<file path="config.mk">
export PLATFORM = sky130hd
export DESIGN_NAME = mem_port_arbiter_flat
export DESIGN_NICKNAME = d
export VERILOG_FILES = /design/src/rtl/mem_port_arbiter_pkg.sv /design/src/rtl/mem_port_arbiter_if.sv /design/src/rtl/mem_port_arbiter.sv /design/src/flat_wrapper.sv
export SDC_FILE = /design/constraint.sdc
export NUM_CORES = 1
export LEC_CHECK = 0
export ABC_CLOCK_PERIOD_IN_PS = 1900
export BUFFER_PORTS_ARGS = -buffer_cell sky130_fd_sc_hd__buf_4
export CAP_MARGIN = 15
export CELL_PAD_IN_SITES_DETAIL_PLACEMENT = 1
export CELL_PAD_IN_SITES_GLOBAL_PLACEMENT = 2
export CORE_AREA = 2 2 148 150
export DETAILED_ROUTE_END_ITERATION = 16
export DIE_AREA = 0 0 150 152
export HOLD_SLACK_MARGIN = 0.06
export PLACE_DENSITY_LB_ADDON = 0.2
export SLEW_MARGIN = 0
export SYNTH_ARGS = -nofsm -noshare
export SYNTH_HDL_FRONTEND = slang
export SYNTH_SLANG_ARGS = --single-unit
</file>
<file path="constraint.sdc">
create_clock -name clk -period 1.9 [get_ports clk]
set_input_delay 0.57 -clock clk [delete_from_list [all_inputs] [get_ports clk]]
set_output_delay 0.57 -clock clk [all_outputs]
set_load 0.02 [all_outputs]
</file>
<file path="src/rtl/mem_port_arbiter_pkg.sv">
// Shared types and default widths for the fetch/load-store memory port arbiter.
package mem_arb_pkg;

  localparam int unsigned DEF_ADDR_W = 32;
  localparam int unsigned DEF_DATA_W = 32;

  typedef enum logic [1:0] {IDLE, ISSUE, WAIT, RESP} state_t;
  typedef enum logic {OWN_IF, OWN_D} owner_t;

endpackage

</file>
<file path="src/rtl/mem_port_arbiter_if.sv">
// Requester and memory signals of the arbiter; slave is the arbiter's view,
// master is the core/memory side.
interface mem_port_arbiter_if
  import mem_arb_pkg::*;
#(
  parameter int unsigned ADDR_W = DEF_ADDR_W,
  parameter int unsigned DATA_W = DEF_DATA_W
) ();

  logic              if_req;
  logic [ADDR_W-1:0] if_addr;
  logic              if_gnt;
  logic              if_done;
  logic [DATA_W-1:0] if_rdata;

  logic              d_req;
  logic              d_we;
  logic [ADDR_W-1:0] d_addr;
  logic [DATA_W-1:0] d_wdata;
  logic              d_gnt;
  logic              d_done;
  logic [DATA_W-1:0] d_rdata;

  logic              mem_en;
  logic              mem_we;
  logic [ADDR_W-1:0] mem_addr;
  logic [DATA_W-1:0] mem_wdata;
  logic [DATA_W-1:0] mem_rdata;

  logic              busy;

  modport slave (
    input  if_req, if_addr, d_req, d_we, d_addr, d_wdata, mem_rdata,
    output if_gnt, if_done, if_rdata, d_gnt, d_done, d_rdata,
    output mem_en, mem_we, mem_addr, mem_wdata, busy
  );

  modport master (
    output if_req, if_addr, d_req, d_we, d_addr, d_wdata, mem_rdata,
    input  if_gnt, if_done, if_rdata, d_gnt, d_done, d_rdata,
    input  mem_en, mem_we, mem_addr, mem_wdata, busy
  );

endinterface

</file>
<file path="src/rtl/mem_port_arbiter.sv">
// Shares one single-ported memory between instruction fetch and load/store,
// one access at a time, data-first with a bounded starvation streak for fetch.
module mem_port_arbiter
  import mem_arb_pkg::*;
#(
  parameter int unsigned ADDR_W     = DEF_ADDR_W,
  parameter int unsigned DATA_W     = DEF_DATA_W,
  parameter int unsigned MEM_LAT    = 2,
  parameter int unsigned STARVE_MAX = 4
) (
  input logic              clk,
  input logic              rst,
  mem_port_arbiter_if.slave bus
);

  localparam int unsigned LAT_W = $clog2(MEM_LAT + 1);
  localparam int unsigned ST_W  = $clog2(STARVE_MAX + 1);
  localparam logic [ST_W-1:0]  ST_MAX  = ST_W'(STARVE_MAX);
  localparam logic [LAT_W-1:0] LAT_LD  = LAT_W'(MEM_LAT);

  state_t            r_state;
  owner_t            r_owner;
  logic [LAT_W-1:0]  r_lat;
  logic [ST_W-1:0]   r_streak;

  logic              r_if_gnt;
  logic              r_if_done;
  logic [DATA_W-1:0] r_if_rdata;
  logic              r_d_gnt;
  logic              r_d_done;
  logic [DATA_W-1:0] r_d_rdata;
  logic              r_mem_en;
  logic              r_mem_we;
  logic [ADDR_W-1:0] r_mem_addr;
  logic [DATA_W-1:0] r_mem_wdata;
  logic              r_busy;

  logic              w_pick_d;
  logic [ST_W-1:0]   w_streak_inc;

  // Data wins ties unless fetch has already lost STARVE_MAX times in a row.
  assign w_pick_d     = bus.d_req && !(bus.if_req && (r_streak == ST_MAX));
  assign w_streak_inc = (r_streak == ST_MAX) ? r_streak : r_streak + ST_W'(1);

  always_ff @(posedge clk) begin
    if (rst) begin
      r_state     <= IDLE;
      r_owner     <= OWN_IF;
      r_lat       <= '0;
      r_streak    <= '0;
      r_if_gnt    <= 1'b0;
      r_if_done   <= 1'b0;
      r_if_rdata  <= '0;
      r_d_gnt     <= 1'b0;
      r_d_done    <= 1'b0;
      r_d_rdata   <= '0;
      r_mem_en    <= 1'b0;
      r_mem_we    <= 1'b0;
      r_mem_addr  <= '0;
      r_mem_wdata <= '0;
      r_busy      <= 1'b0;
    end else begin
      r_if_gnt  <= 1'b0;
      r_d_gnt   <= 1'b0;
      r_mem_en  <= 1'b0;
      r_if_done <= 1'b0;
      r_d_done  <= 1'b0;
      unique case (r_state)
        IDLE: begin
          if (w_pick_d) begin
            r_owner     <= OWN_D;
            r_d_gnt     <= 1'b1;
            r_mem_en    <= 1'b1;
            r_mem_we    <= bus.d_we;
            r_mem_addr  <= bus.d_addr;
            r_mem_wdata <= bus.d_wdata;
            r_streak    <= bus.if_req ? w_streak_inc : '0;
            r_busy      <= 1'b1;
            r_state     <= ISSUE;
          end else if (bus.if_req) begin
            r_owner     <= OWN_IF;
            r_if_gnt    <= 1'b1;
            r_mem_en    <= 1'b1;
            r_mem_we    <= 1'b0;
            r_mem_addr  <= bus.if_addr;
            r_mem_wdata <= '0;
            r_streak    <= '0;
            r_busy      <= 1'b1;
            r_state     <= ISSUE;
          end
        end
        ISSUE: begin
          r_lat   <= LAT_LD;
          r_state <= WAIT;
        end
        WAIT: begin
          if (r_lat == LAT_W'(1)) begin
            if (r_owner == OWN_D) begin
              r_d_done  <= 1'b1;
              r_d_rdata <= r_mem_we ? '0 : bus.mem_rdata;
            end else begin
              r_if_done  <= 1'b1;
              r_if_rdata <= bus.mem_rdata;
            end
            r_state <= RESP;
          end else begin
            r_lat <= r_lat - LAT_W'(1);
          end
        end
        RESP: begin
          r_busy  <= 1'b0;
          r_state <= IDLE;
        end
        default: r_state <= IDLE;
      endcase
    end
  end

  assign bus.if_gnt    = r_if_gnt;
  assign bus.if_done   = r_if_done;
  assign bus.if_rdata  = r_if_rdata;
  assign bus.d_gnt     = r_d_gnt;
  assign bus.d_done    = r_d_done;
  assign bus.d_rdata   = r_d_rdata;
  assign bus.mem_en    = r_mem_en;
  assign bus.mem_we    = r_mem_we;
  assign bus.mem_addr  = r_mem_addr;
  assign bus.mem_wdata = r_mem_wdata;
  assign bus.busy      = r_busy;

endmodule

</file>
<file path="src/flat_wrapper.sv">
// flat-port wrapper written by rule: the top's interface ports become plain ports
module mem_port_arbiter_flat import mem_arb_pkg::*;
#(
  parameter int unsigned ADDR_W     = DEF_ADDR_W,
  parameter int unsigned DATA_W     = DEF_DATA_W,
  parameter int unsigned MEM_LAT    = 2,
  parameter int unsigned STARVE_MAX = 4
)
  (clk, rst, bus_if_req, bus_if_addr, bus_d_req, bus_d_we, bus_d_addr, bus_d_wdata, bus_mem_rdata, bus_if_gnt, bus_if_done, bus_if_rdata, bus_d_gnt, bus_d_done, bus_d_rdata, bus_mem_en, bus_mem_we, bus_mem_addr, bus_mem_wdata, bus_busy);
  mem_port_arbiter_if #(.ADDR_W(ADDR_W), .DATA_W(DATA_W)) bus_i ();
  input logic clk;
  input logic rst;
  input wire logic [$bits(bus_i.if_req)-1:0] bus_if_req;
  input wire logic [$bits(bus_i.if_addr)-1:0] bus_if_addr;
  input wire logic [$bits(bus_i.d_req)-1:0] bus_d_req;
  input wire logic [$bits(bus_i.d_we)-1:0] bus_d_we;
  input wire logic [$bits(bus_i.d_addr)-1:0] bus_d_addr;
  input wire logic [$bits(bus_i.d_wdata)-1:0] bus_d_wdata;
  input wire logic [$bits(bus_i.mem_rdata)-1:0] bus_mem_rdata;
  output wire logic [$bits(bus_i.if_gnt)-1:0] bus_if_gnt;
  output wire logic [$bits(bus_i.if_done)-1:0] bus_if_done;
  output wire logic [$bits(bus_i.if_rdata)-1:0] bus_if_rdata;
  output wire logic [$bits(bus_i.d_gnt)-1:0] bus_d_gnt;
  output wire logic [$bits(bus_i.d_done)-1:0] bus_d_done;
  output wire logic [$bits(bus_i.d_rdata)-1:0] bus_d_rdata;
  output wire logic [$bits(bus_i.mem_en)-1:0] bus_mem_en;
  output wire logic [$bits(bus_i.mem_we)-1:0] bus_mem_we;
  output wire logic [$bits(bus_i.mem_addr)-1:0] bus_mem_addr;
  output wire logic [$bits(bus_i.mem_wdata)-1:0] bus_mem_wdata;
  output wire logic [$bits(bus_i.busy)-1:0] bus_busy;
  assign bus_i.if_req = bus_if_req;
  assign bus_i.if_addr = bus_if_addr;
  assign bus_i.d_req = bus_d_req;
  assign bus_i.d_we = bus_d_we;
  assign bus_i.d_addr = bus_d_addr;
  assign bus_i.d_wdata = bus_d_wdata;
  assign bus_i.mem_rdata = bus_mem_rdata;
  assign bus_if_gnt = bus_i.if_gnt;
  assign bus_if_done = bus_i.if_done;
  assign bus_if_rdata = bus_i.if_rdata;
  assign bus_d_gnt = bus_i.d_gnt;
  assign bus_d_done = bus_i.d_done;
  assign bus_d_rdata = bus_i.d_rdata;
  assign bus_mem_en = bus_i.mem_en;
  assign bus_mem_we = bus_i.mem_we;
  assign bus_mem_addr = bus_i.mem_addr;
  assign bus_mem_wdata = bus_i.mem_wdata;
  assign bus_busy = bus_i.busy;
  mem_port_arbiter #(.ADDR_W(ADDR_W), .DATA_W(DATA_W), .MEM_LAT(MEM_LAT), .STARVE_MAX(STARVE_MAX)) u_core (.clk(clk), .rst(rst), .bus(bus_i));
endmodule
</file>
Yosys cells after proc, flatten, opt, wreduce, memory -nomap -nowiden
Index checks and enable logic that the tools add are counted.
{"block": "word_totals", "regBits": 143, "input_bits": 133, "out_inout_bits": 135}
{"block": "op_classes", "n_addsub": 2, "eq_ne": 9, "n_mux": 26, "bitwise": 4, "n_reduce_logical": 17}
{"op": "two-way mux 32 bit", "count": 5}
{"op": "two-way mux 3 bit", "count": 4}
{"op": "two-way mux 1 bit", "count": 10}
{"op": "AND reduction 3 bit", "count": 3}
{"op": "two-way mux 2 bit", "count": 4}
{"op": "one-hot mux 2 bit (4 select lines)", "count": 1}
{"op": "AND reduction 2 bit", "count": 4}
{"op": "nonzero test 2 bit", "count": 3}
{"op": "OR reduction 3 bit", "count": 2}
{"op": "equality test 2 x 1 -> 1 bit, second input constant", "count": 2}
{"op": "equality test 2 bit, second input constant", "count": 2}
{"op": "inverter 1 bit", "count": 4}
{"op": "one-hot mux 2 bit (2 select lines)", "count": 1}
{"op": "adder 3 x 1 -> 3 bit, second input constant", "count": 1}
{"op": "equality test 3 bit, second input constant", "count": 1}
{"op": "!= test 3 x 2 -> 1 bit, second input constant", "count": 1}
{"op": "!= test 3 bit, second input constant", "count": 1}
{"op": "logical AND 1 bit", "count": 2}
{"op": "zero test 2 bit", "count": 1}
{"op": "!= test 2 x 1 -> 1 bit, second input constant", "count": 1}
{"op": "!= test 2 bit, second input constant", "count": 1}
{"op": "one-hot mux 1 bit (2 select lines)", "count": 1}
{"op": "OR reduction 2 bit", "count": 1}
{"op": "subtractor 2 x 1 -> 2 bit, second input constant", "count": 1}
{"op": "zero test 1 bit", "count": 1}

Logic depth before layout (Yosys ltp)
Gate-level depths: netlist (run 1).
{"block": "depth", "depth_word": 6, "mapped_depth": 7}

Worst setup path before layout (run 1)
OpenSTA, ideal clock, no wires.
{"block": "synth_path", "path_kind": "reg-to-reg", "from": "register u_core.r_streak[0]", "to": "register u_core.r_mem_wdata[10], in the netlist u_core.bus.mem_wdata[10]", "setup_time_ns": 0.059, "t_arrival_ns": 1.582, "required_time_ns": 1.841, "setup_slack_ns": 0.259, "stages_incl_launch_ff": 8, "path_cell_list": "dfxtp_1 > inv_1 > ha_1 > and3_1 > buf_6 > nor4b_4 > buf_6 > a22o_1"}
{"block": "synth_between", "elab_chain_len": 6, "elab_cells_between_ends": 7, "cone_classes": "1 x eq/ne; 1 x mux; 5 x reduce/logical"}
{"item": "start, declared", "line": "mem_port_arbiter.sv:24", "source": "logic [ST_W-1:0] r_streak;"}
{"item": "start signal, assigned", "line": "mem_port_arbiter.sv:77", "source": "r_streak <= bus.if_req ? w_streak_inc : '0;"}
{"item": "equality test 3 bit (*)", "line": "mem_port_arbiter.sv:42", "source": "assign w_pick_d = bus.d_req && !(bus.if_req && (r_streak == ST_MAX));"}
{"item": "logical AND 1 bit (*)", "line": "mem_port_arbiter.sv:42"}
{"item": "zero test 1 bit (*)", "line": "mem_port_arbiter.sv:42"}
{"item": "logical AND 1 bit (*)", "line": "mem_port_arbiter.sv:42"}
{"item": "nonzero test 2 bit (no line)"}
{"item": "AND reduction 2 bit (no line)"}
{"item": "end signal, assigned", "line": "mem_port_arbiter.sv:76", "source": "r_mem_wdata <= bus.d_wdata;"}
{"item": "end, declared", "line": "mem_port_arbiter.sv:35", "source": "logic [DATA_W-1:0] r_mem_wdata;"}
Every way passes the cells marked *; elsewhere a longest branch is shown, timed or not.
A chain may end at the register's enable or synchronous reset.

Worst setup path after layout (run 1)
{"block": "layout_path", "from": "register u_core.r_state[0]", "to": "register u_core.r_d_rdata[7], in the netlist u_core.bus.d_rdata[7]"}
{"block": "layout_between", "elab_chain_len": 2}
{"item": "start, declared", "line": "mem_port_arbiter.sv:21", "source": "state_t r_state;"}
{"item": "start signal, assigned", "line": "mem_port_arbiter.sv:47", "source": "r_state <= IDLE;"}
{"item": "start signal, assigned", "line": "mem_port_arbiter.sv:79", "source": "r_state <= ISSUE;"}
{"item": "start signal, assigned", "line": "mem_port_arbiter.sv:89", "source": "r_state <= ISSUE;"}
{"item": "equality test 2 bit", "line": "mem_port_arbiter.sv:68", "source": "unique case (r_state)"}
{"item": "AND reduction 3 bit (no line)"}
{"item": "end signal, assigned", "line": "mem_port_arbiter.sv:100", "source": "r_d_rdata <= r_mem_we ? '0 : bus.mem_rdata;"}
{"item": "end, declared", "line": "mem_port_arbiter.sv:31", "source": "logic [DATA_W-1:0] r_d_rdata;"}
No other way between the ends.

==> summary.md, run 1 <==
| Metric | Value |
|---|---|
| CP startpoint kind | flip-flop |
| Total iterations of the first detailed-routing run | 4 |
| Vias in the first global route | between 5000 and 6000 |
| Final clock skew | 0.00890 ns |
| Critical Path End Type | flip-flop |
| Mapped Cells | around 550 |
| Leakage | 3.59 nW |
| Initial antenna violation count | 0 |
| RSZ-0062 raised after global routing | no |
| CTS sink cnt | 143 |
| Max incr delay on CP | 0.40 ns |
| Die W | 150 µm |
| Max FO, Critical Path | 30 |
| Antenna viol nets, final | 0 |
| MaxCap Viol Count | 0 |
| Top cells by area, synth | dfxtp_1 (55%), a22o_1 (11%), a311oi_1 (5.6%) |
| HP Class | primary input to flip-flop |
| Combinational family with the most area after synthesis | compound AO/OA/AOI/OAI gates |
| Commonest cells post-synth | dfxtp_1 (143), nand2_1 (69), a22o_1 (63) |
| Synth Area in Adders | 0.0192 |
| ANT cells | 0 |
| Ports | about 270 |
| Post-synth EDFFs | 0 |
| Asr flop ratio synth | 0 |
| Power density over the cells | 1230 nW/µm² |
| Area leader, netlist | dfxtp_1 |
| Mux contribution to synthesized area | 0 |
| Fillers | 2474 |
| Sequential share of the synthesized area | 0.550 |
| Worst-path cell with the longest stage delay | dfxtp_1 |
| Total grt overflow | 0 |
| Layout cells sized above 1 | 0.396 |
| Via density | 4.75 |
| TritonCTS clock tree | yes |
| Count leader, synth | dfxtp_1 |
| Area of the multi-input gates | 2110 µm² |
| Synth Area in XOR/XNOR | 0 |
| Starting Density | 0.244 |
| Hold Worst Slack | 0.357 ns |
| IO Port Bufs | between 200 and 300 |
| Slew Viols, Final | 0 |
| Post-DP HPWL | ~13000 µm |
| Die area | about 23000 µm² |
| Main flop type after synthesis | dfxtp_1 |
| Post-Syn Nets | 688 |
| Simple-Gate Fraction of Synth Area | 0.144 |
| Setup TNS | 0 ns |
| Final worst path period share | 0.913 |
| # rows | 54 |
| Gpl congestion | between 0.7 and 0.8 |
| H-tree levels | 4 |
| Required time of the critical path | approximately 2.3 ns |
| Register Area | 2860 µm² |
| GRT Overall Usage | 0.161 |
| Minimum clock period | ~1.7 ns |
| Compound-Gate Fraction of Synth Area | 0.240 |
| Total number of vias | 5200 |
| Setup CP Type | flip-flop to flip-flop |
| Final setup viols | 0 |
| Area growth from synthesis to layout | 56.9% |
| Crit path arrival time | between 2 and 2.5 ns |
| WL final | 18500 µm |
| Count of buffer and inverter cells on the critical path | 2 |
| Worst VDD drop | 0.549 mV |
| Worst slew pin tran | ~0.54 ns |
| Clock Path Buffers | 2 |
| First-pass GRT wire length | 29200 µm |
| Hold buffer count at cts | 0 |
| Slew HR | 0.639 |
| Final count of hold timing violations | 0 |
| Yosys warns | 0 |
| Skew-Pair Late Insertion Delay | roughly 0.42 ns |
| Layout Nets | 943 |
| Count of different cell masters after synthesis | 32 |
| Chip height | 152 µm |
| Wirelength per Cell | 16.9 µm |
| Cell Area, Synth | 5210 µm² |
| CP top delay family | buffers and inverters |
| Largest net degree at the start of global routing | 45 |
| Max Freq | ~580 MHz |
| Avg Cell Area, Syn | roughly 9.5 µm² |
| CTS root buffer | clkbuf_16 |
| DRC violations left | 0 |
| #FFs+latches synth | 143 |
| DR iter-0 viols | 126 |
| Setup Buffers After CTS | 0 |
| Top cell type's share of synthesized area | 0.550 |
| Worst-path clk slew | roughly 0.070 ns |
| Area of the core | 21400 µm² |
| CTS Buf Count | 17 |
| Status | finished, final reports clean |
| Cells along the critical path | inv_1 -> ha_1 -> and3_1 -> nor2_2 -> buf_4 -> a22o_1 |
[registers in the layout, summed over array words and instances (netlist names)]
register / flops
u_core.bus.mem_en: 1
u_core.r_lat: 2
u_core.bus.d_done: 1
u_core.bus.if_rdata: 32
u_core.r_state: 2
u_core.r_streak: 3
u_core.bus.mem_wdata: 32
u_core.r_owner: 1
u_core.bus.d_gnt: 1
u_core.bus.d_rdata: 32
u_core.bus.if_done: 1
u_core.bus.mem_addr: 32
u_core.bus.mem_we: 1
u_core.bus.if_gnt: 1
u_core.bus.busy: 1
[per-stage QoR]
stage          instance area [µm²]  cells   util  total power, W  setup WS, ns
2_1_floorplan                 5210    547      -         0.00531         0.259
3_3_place_gp                  7560   1063  0.354         0.00653         0.163
3_5_place_dp                  7560   1063  0.354         0.00662         0.110
4_1_cts                       8170   1095  0.383          0.0102         0.101
5_1_grt                       8170   1095  0.383          0.0106      0.000717
6_report                      8170   1095  0.383          0.0100         0.164
[metal layers]
layer	up-vias	wire, µm	track usage
li1	2491	-	-
met1	2495	7660	0.191
met2	184	8960	0.265
met3	30	1440	0.0547
met4	0	469	0.0660
met5	-	0	0
[logic make-up after synthesis]
group / count (synthesis)
adders and majority gates: 8
and+or+nand+nor: 165
DFF: 143
AOI/OAI and AO/OA: 176
buffers and inverters: 55
[path summary, 6_finish.rpt]
path | startpoint | to | slack, ns | cells past startpoint
setup / recovery | u_core.r_state[0]$_SDFFE_PP0P_ | u_core.bus.d_rdata[7]$_SDFFE_PP0P_ | 0.16 | 6
hold / removal | bus_d_wdata[17] | u_core.bus.mem_wdata[17]$_SDFFE_PP0P_ | 0.36 | 2
setup reg to reg | u_core.r_state[0]$_SDFFE_PP0P_ | u_core.bus.d_rdata[7]$_SDFFE_PP0P_ | 0.16 | 6
hold reg to reg | u_core.bus.if_rdata[23]$_SDFFE_PP0P_ | u_core.bus.if_rdata[23]$_SDFFE_PP0P_ | 0.46 | 2
[cell type report]
| cell class | instances | area share |
|---|---|---|
| multi-input cells | 349 | 0.258 |
| flip-flops and latches | 143 | 0.350 |
| clock buffers | 18 | 0.0525 |
| inverters | 6 | 0.00276 |
| well taps | 280 | 0.0429 |
| repair buffers | 285 | 0.271 |
| clock inverters | 14 | 0.0220 |
[worst register-to-register path, stage by stage (launching register included)]
cell and delay, ns:
dfxtp_1 0.40, inv_1 0.10, ha_1 0.28, and3_1 0.23, nor2_2 0.08, buf_4 0.34
a22o_1 0.24
[power breakdown]
part | leakage (nW) | switching [W] | internal, W
registers | 1.17 | 0.000296 | 0.00348
logic | 2.13 | 0.00155 | 0.00121
clock network | 0.292 | 0.00139 | 0.00209
[layout by cell type (no fill, tap or decap), types with 2 or more instances in the layout]
cell type / Yosys / routed
a22o_1: 63 / 63
nor2_1: 38 / 36
nand2_1: 69 / 69
clkinvlp_4: 0 / 2
clkinv_4: 0 / 3
inv_1: 5 / 5
o21ai_1: 30 / 30
a311oi_1: 33 / 33
inv_6: 0 / 5
a21oi_1: 40 / 40
nor2_2: 0 / 2
buf_12: 0 / 6
o21ai_0: 6 / 6
nor3_1: 3 / 2
buf_4: 0 / 278
nand3_1: 37 / 37
nand3b_1: 4 / 4
ha_1: 8 / 8
and3_1: 2 / 2
nand2b_1: 4 / 4
bufinv_16: 0 / 3
dfxtp_1: 143 / 143
clkbuf_16: 0 / 17
[repair_timing]
item                                   4_1_cts  5_1_grt
resized for setup                            0        1
setup endpoints to repair                    0       21
endpoints found under the hold margin        0        0
(Power assumes the default switching activity.)
==> run 2, diff against run 1 <==
--- a/config.mk
+++ b/config.mk
@@ -12,8 +12,10 @@
 export CELL_PAD_IN_SITES_GLOBAL_PLACEMENT = 2
 export CORE_AREA = 2 2 148 150
+export CTS_BUF_LIST = sky130_fd_sc_hd__clkbuf_8 sky130_fd_sc_hd__clkbuf_16
 export DETAILED_ROUTE_END_ITERATION = 16
 export DIE_AREA = 0 0 150 152
 export HOLD_SLACK_MARGIN = 0.06
 export PLACE_DENSITY_LB_ADDON = 0.2
+export SKIP_LAST_GASP = 1
 export SLEW_MARGIN = 0
 export SYNTH_ARGS = -nofsm -noshare
==> constraint.sdc (replaced) <==
create_clock -name clk -period 1.9 [get_ports clk]
set_input_delay 0.19 -clock clk [delete_from_list [all_inputs] [get_ports clk]]
set_output_delay 0.19 -clock clk [all_outputs]
set_load 0.02 [all_outputs]
==> run 2 against run 1 <==
  * Sequential share of layout area decreased by 2.7 points
  * Via count is 5.1% higher
  * Total power is 2.0% lower
  * Largest cell class is now non-clock buffers
  * Critical endpoint is now u_core.bus.d_rdata[31]$_SDFFE_PP0P_
  * Hold slack worse by 0.28 ns
  * Utilization rose by 3.2 points
  * Combinational power up 5%
==> summary.md, run 2 (synthesis results as in run 1) <==
| Metric | Value |
|---|---|
| RSZ-0062 raised after global routing | no |
| Critical Path Source | u_core.r_state[0]$_SDFFE_PP0P_ |
| Status | finished, final reports clean |
| Wirelength per Cell | 16.7 µm (-1.5%) |
| Setup CP Type | flip-flop to flip-flop |
| Minimum clock period | 1.69 ns (-0.0458 ns) |
| Reg-to-reg slack, setup | 0.21 ns (+0.05 ns) |
| Max Freq | 592 MHz (+2.7%) |
| Via density | 4.68 (-1.4%) |
| Clk network pwr share | 0.320 (-0.027) |
| Power density over the cells | 1110 nW/µm² (-9.6%) |
| Register-to-Register Path Depth | 6 (unchanged) |
| # rows | 54 (unchanged) |
| Switch share | 0.337 (+0.0141) |
| Reg2Reg Launch Point | u_core.r_state[0]$_SDFFE_PP0P_ |
| First-pass GRT wire length | 30600 µm (+5.0%) |
| HP Class | primary input to flip-flop |
| Worst hold path startpoint | bus_if_addr[8] |
| Final setup viols | 0 (unchanged) |
| Total number of vias | 5464 (+5.1%) |
| Cell Int Power | 0.00651 W (-4.1%) |
| DR iter-0 viols | 167 (+33%) |
| Most frequent cells in the layout | buf_4 (275), dfxtp_1 (143), dlygate4sd3_1 (75), nand2_1 (69), a22o_1 (63) |
| Fillers | 2463 (-0.44%) |
| Commonest non-fill, non-tap cell in the layout | buf_4 |
| Vias in the first global route | 5875 (+7.2%) |
| Psw | 0.00331 W (+2.3%) |
| Starting Density | 0.244 (unchanged) |
| Slew HR | 0.708 (+0.0680) |
| Register Area | 2860 µm² (unchanged) |
| Cell count after placement | 1060 (-0.28%) |
| Worst VDD drop | 0.626 mV (+14%) |
| ANT cells | 0 (unchanged) |
| Post-DP HPWL | 13000 µm (-2.2%) |
| Final count of hold timing violations | 0 (unchanged) |
| Worst reg2reg path endpoint | u_core.bus.d_rdata[31]$_SDFFE_PP0P_ |
| Largest net degree at the start of global routing | 47 (+4.4%) |
| Cells along the critical path | inv_1 -> ha_1 -> and3_1 -> nor2_2 -> buf_4 -> a22o_1 |
| Cts repair resizes | 0 (unchanged) |
| Worst-path cell with the longest stage delay | dfxtp_1 |
| Die W | 150 µm (unchanged) |
| MaxCap Viol Count | 0 (unchanged) |
| Max FO, Critical Path | 30 (unchanged) |
| TritonCTS clock tree | yes |
| Skew-Pair Late Insertion Delay | 0.42 ns (about the same) |
| Worst-path clk slew | 0.06 ns (about the same) |
| Layout cells sized above 1 | 0.361 (-0.0356) |
| Initial antenna violation count | 0 (unchanged) |
| Power share of the combinational group | 0.296 (+0.021) |
| Total iterations of the first detailed-routing run | 4 (unchanged) |
| Worst Setup EP | u_core.bus.d_rdata[31]$_SDFFE_PP0P_ |
| IO Port Bufs | 267 (unchanged) |
| Antenna viol nets, final | 0 (unchanged) |
| Worst slew pin tran | 0.438 ns (-0.102 ns) |
| Final clock skew | 0.0148 ns (+0.00588 ns) |
| Ports | 268 (unchanged) |
| Leakage | 3.86 nW (+7.6%) |
| Chip height | 152 µm (unchanged) |
| Gpl congestion | 0.751 (-0.11%) |
| CP startpoint kind | flip-flop |
| GRT Overall Usage | 0.168 (+0.00719) |
| CTS Buf Count | 17 (unchanged) |
| H-tree levels | 4 (unchanged) |
| CTS sink cnt | 143 (unchanged) |
| Pre-CTS setup slack | 0.218 ns (+0.109 ns) |
| Clock Path Buffers | 2 (unchanged) |
| WL final | 19500 µm (+5.0%) |
| Area of the core | 21400 µm² (unchanged) |
| Crit path arrival time | 2.04 ns (-0.05 ns) |
| Die area | 22800 µm² (unchanged) |
| Sequential fraction of design power | 0.384 (+0.006) |
| DRC violations left | 0 (unchanged) |
| Total grt overflow | 0 (unchanged) |
| Required time of the critical path | 2.25 ns (about the same) |
| Area of the multi-input gates | 2110 µm² (unchanged) |
| Max incr delay on CP | 0.39 ns (about the same) |
| Area growth from synthesis to layout | 70.0% |
| Final cell count without fillers | 1167 (+6.6%) |
| Final core occ | 0.415 (+0.0319) |
| Final setup margin | 0.210 ns (+0.0458 ns) |
| Hold buffer count at cts | 75 (+75) |
| Critical Path End Type | flip-flop |
| CTS root buffer | clkbuf_16 |
| Setup Buffers After CTS | 0 (unchanged) |
| Slew Viols, Final | 0 (unchanged) |
| Final worst path period share | 0.889 (-0.0241) |
| Layout Nets | 1015 (+7.6%) |
| Setup TNS | 0 ns (unchanged) |
run 2: cell types whose count changed in the layout (fill, tap and decap cells not counted), sizes merged:
cell | before | now
dlygate4sd3 | 0 | 75
buf | 285 | 282
bufinv | 3 | 0
clkinvlp | 2 | 4
inv | 11 | 13
clkbuf | 18 | 17
run 2: per-layer routing:
layer | vias up | track usage | wire length (µm)
met3 | 26 | 0.0450 | 1190
met2 | 176 | 0.294 | 9720
met1 | 2624 | 0.199 | 8190
met5 | - | 0 | 0
li1 | 2638 | - | -
met4 | 0 | 0.0557 | 357
run 2: per-stage QoR:
stage | area (µm²) | hold WS [ns] | power, W
3_3_place_gp | 7550 | 0.399 | 0.00655
6_report | 8850 | 0.0773 | 0.00981
3_5_place_dp | 7550 | 0.405 | 0.00663
4_1_cts | 8850 | 0.0604 | 0.00997
5_1_grt | 8850 | 0.0635 | 0.0104
2_1_floorplan | 5210 | 0.316 | 0.00531
run 2: cell type report:
class / instances / area share
tap: 280 / 0.0396
sequential: 143 / 0.323
clock inverter: 15 / 0.0146
timing repair buffer: 357 / 0.334
inverter: 6 / 0.00254
clock buffer: 17 / 0.0480
multi-input combinational: 349 / 0.238
run 2: critical path: cells and delay by family, from the launching register on:
family | cells | cell delay (ns)
buffers and inverters | 2 | 0.42
DFF | 1 | 0.39
and+or+nand+nor | 2 | 0.31
adders and majority gates | 1 | 0.29
AOI/OAI and AO/OA | 1 | 0.21
run 2: worst min-delay path by stage:
stage | end | slack (ns) | cells after the start
5_1_grt | u_core.bus.mem_addr[1]$_SDFFE_PP0P_ | 0.06 | 3
6_report | u_core.bus.mem_addr[8]$_SDFFE_PP0P_ | 0.08 | 3
4_1_cts | u_core.bus.mem_addr[1]$_SDFFE_PP0P_ | 0.06 | 3
3_3_place_gp | u_core.bus.mem_wdata[1]$_SDFFE_PP0P_ | 0.40 | 2
2_1_floorplan | u_core.bus.d_rdata[0]$_SDFFE_PP0P_ | 0.32 | 1
3_5_place_dp | u_core.bus.mem_wdata[17]$_SDFFE_PP0P_ | 0.40 | 2
run 2: power by group through the flow:
stage	Clock (W)	Sequential, W	Combinational, W
5_1_grt	0.00341	0.00384	0.00314
3_5_place_dp	0	0.00383	0.00281
2_1_floorplan	0	0.00432	0.000981
3_3_place_gp	0	0.00381	0.00274
4_1_cts	0.00326	0.00377	0.00293
6_report	0.00314	0.00377	0.00290
==> run 3, diff against run 2 <==
- GPL_ROUTABILITY_DRIVEN: default -> 0
- MAX_ROUTING_LAYER: default -> met4
==> run 3 against run 2 <==
  * Register-to-register slack hardly changed
  * Sequential power hardly changed
  * Sequential share of layout area stayed put
  * Flip-flop and latch count stayed put
  * First-iteration DRC count is 13% lower
  * Clock skew is 0.00059 ns higher
  * Non-clock buffer count stayed put
  * Combinational power hardly changed
  * Setup slack better by 0.0029 ns
  * Hold slack hardly changed
  * Wire length hardly changed
  * Critical endpoint unchanged
  * Largest cell class unchanged
==> summary.md, run 3 (synthesis results as in run 1) <==
| Metric | Value |
|---|---|
| Status | finished, final reports clean |
| Final core occ | 0.415 (unchanged) |
| Power density over the cells | 1110 nW/µm² (about the same) |
| Switch share | 0.337 (about the same) |
| Leakage | 3.86 nW (unchanged) |
| Cell Int Power | 0.00651 W (about the same) |
| TritonCTS clock tree | yes |
| Clock Path Buffers | 2 (unchanged) |
| Fillers | 2463 (unchanged) |
| WL final | 19500 µm (about the same) |
| Hold path endpoint | u_core.bus.mem_addr[8]$_SDFFE_PP0P_ |
| Most frequent cells in the layout | buf_4 (275), dfxtp_1 (143), dlygate4sd3_1 (75), nand2_1 (69), a22o_1 (63) |
| Register-to-Register Path Depth | 6 (unchanged) |
| Die W | 150 µm (unchanged) |
| Met3 wire len | 936 µm (-21%) |
| Post-DP HPWL | 13000 µm (unchanged) |
| Slew HR | 0.708 (about the same) |
| Wirelength per Cell | 16.7 µm (about the same) |
| Setup CP Type | flip-flop to flip-flop |
| Total grt overflow | 0 (unchanged) |
| Worst-path clk slew | 0.06 ns (about the same) |
| IO Port Bufs | 267 (unchanged) |
| # rows | 54 (unchanged) |
| CP startpoint kind | flip-flop |
| Final count of hold timing violations | 0 (unchanged) |
| HP Class | primary input to flip-flop |
| Max FO, Critical Path | 30 (unchanged) |
| Initial antenna violation count | 0 (unchanged) |
| Power share of the combinational group | 0.296 (about the same) |
| Setup TNS | 0 ns (unchanged) |
| Final setup viols | 0 (unchanged) |
| Layout Nets | 1015 (unchanged) |
| Chip height | 152 µm (unchanged) |
| Pre-CTS setup slack | 0.218 ns (unchanged) |
| Commonest non-fill, non-tap cell in the layout | buf_4 |
| Final worst path period share | 0.888 (-0.00151) |
| H-tree levels | 4 (unchanged) |
| Max Freq | 593 MHz (+0.17%) |
| Crit path arrival time | 2.04 ns (about the same) |
| WL met2 | 9740 µm (+0.23%) |
| GRT Overall Usage | 0.173 (+0.00492) |
| Layout cells sized above 1 | 0.361 (unchanged) |
| Hold Worst Slack | 0.0773 ns (+0.0000214 ns) |
| ANT cells | 0 (unchanged) |
| First-pass GRT wire length | 30600 µm (-0.11%) |
| Worst hold path startpoint | bus_if_addr[8] |
| Total iterations of the first detailed-routing run | 6 (+2) |
| Sequential fraction of design power | 0.384 (about the same) |
| Largest net degree at the start of global routing | 47 (unchanged) |
| Final setup margin | 0.213 ns (+0.00286 ns) |
| DR iter-0 viols | 145 (-13%) |
| Setup Buffers After CTS | 0 (unchanged) |
| Clk network pwr share | 0.320 (about the same) |
| Minimum clock period | 1.69 ns (-0.00286 ns) |
| RSZ-0062 raised after global routing | no |
| DRC violations left | 0 (unchanged) |
| CTS Buf Count | 17 (unchanged) |
| Pwr Total | 0.00981 W (about the same) |
| Worst VDD drop | 0.626 mV (+0.11%) |
| Vias in the first global route | 5891 (+0.27%) |
| Skew-Pair Late Insertion Delay | 0.42 ns (about the same) |
| Die area | 22800 µm² (unchanged) |
| WHS Path Cells | 3 (unchanged) |
| Worst reg2reg path endpoint | u_core.bus.d_rdata[31]$_SDFFE_PP0P_ |
| Via density | 4.68 (about the same) |
| Final clock skew | 0.0154 ns (+0.000589 ns) |
| Total number of vias | 5466 (+0.037%) |
| Required time of the critical path | 2.25 ns (about the same) |
| Area growth from synthesis to layout | 70.0% (unchanged) |
| CTS root buffer | clkbuf_16 |
| MaxCap Viol Count | 0 (unchanged) |
| Reg2Reg Launch Point | u_core.r_state[0]$_SDFFE_PP0P_ |
| Area of the core | 21400 µm² (unchanged) |
| Antenna viol nets, final | 0 (unchanged) |
| Starting Density | 0.244 (unchanged) |
| Slew Viols, Final | 0 (unchanged) |
| CTS sink cnt | 143 (unchanged) |
| Critical Path End Type | flip-flop |
| Worst slew pin tran | 0.438 ns (-0.00000167 ns) |
| Psw | 0.00330 W (about the same) |
| Critical Path Source | u_core.r_state[0]$_SDFFE_PP0P_ |
| Reg-to-reg slack, setup | 0.21 ns (about the same) |
| Ports | 268 (unchanged) |
| Met1 Wirelength | 8430 µm (+2.9%) |
| Top sig layer | met4 |
[run 3: worst max-delay path, cell delays in order (launching register included)]
cell	delay, ns
dfxtp_1	0.39
inv_1	0.10
ha_1	0.29
and3_1	0.23
nor2_2	0.08
buf_4	0.32
a22o_1	0.22
[run 3: worst max path at each step]
stage,to,slack (ns),cells past startpoint
after CTS,u_core.bus.d_rdata[31]$_SDFFE_PP0P_,0.20,6
after global routing,u_core.bus.mem_addr[11]$_SDFFE_PP0P_,0.05,6
final,u_core.bus.d_rdata[31]$_SDFFE_PP0P_,0.21,6
after detailed placement,u_core.bus.d_rdata[6]$_SDFFE_PP0P_,0.22,6
after global placement,u_core.bus.d_rdata[5]$_SDFFE_PP0P_,0.29,6
after floorplan,u_core.bus.mem_wdata[10]$_SDFFE_PP0P_,0.26,7
[run 3: metrics by stage]
step / std cells / instance area (µm²)
after global placement: 1060 / 7550
final: 1167 / 8850
after CTS: 1167 / 8850
after floorplan: 547 / 5210
after detailed placement: 1060 / 7550
after global routing: 1167 / 8850
[run 3: power groups by stage]
stage / Sequential [W] / Combinational [W] / Clock, W
floorplan: 0.00432 / 0.000981 / 0
global placement: 0.00381 / 0.00274 / 0
detailed placement: 0.00383 / 0.00281 / 0
CTS: 0.00377 / 0.00293 / 0.00326
global route: 0.00384 / 0.00313 / 0.00341
finish: 0.00377 / 0.00290 / 0.00314
[run 3: final cells by class]
class	instances	area (µm²)	area share
Clock buffer	17	425	0.0480
Clock inverter	15	129	0.0146
Inverter	6	22.5	0.00254
Multi-Input combinational cell	349	2110	0.238
Sequential cell	143	2860	0.323
Tap cell	280	350	0.0396
Timing Repair Buffer	357	2960	0.334
[run 3: metal layers]
metal	vias up	global-route usage
li1	2639	-
met1	2636	0.204
met2	168	0.295
met3	23	0.0351
met4	0	0.0557
met5	-	-
[run 3: timing repair]
item                      in CTS  in global routing
gates resized for setup        0                  0
hold endpoints to repair     106                  0
hold buffers                  75                  0
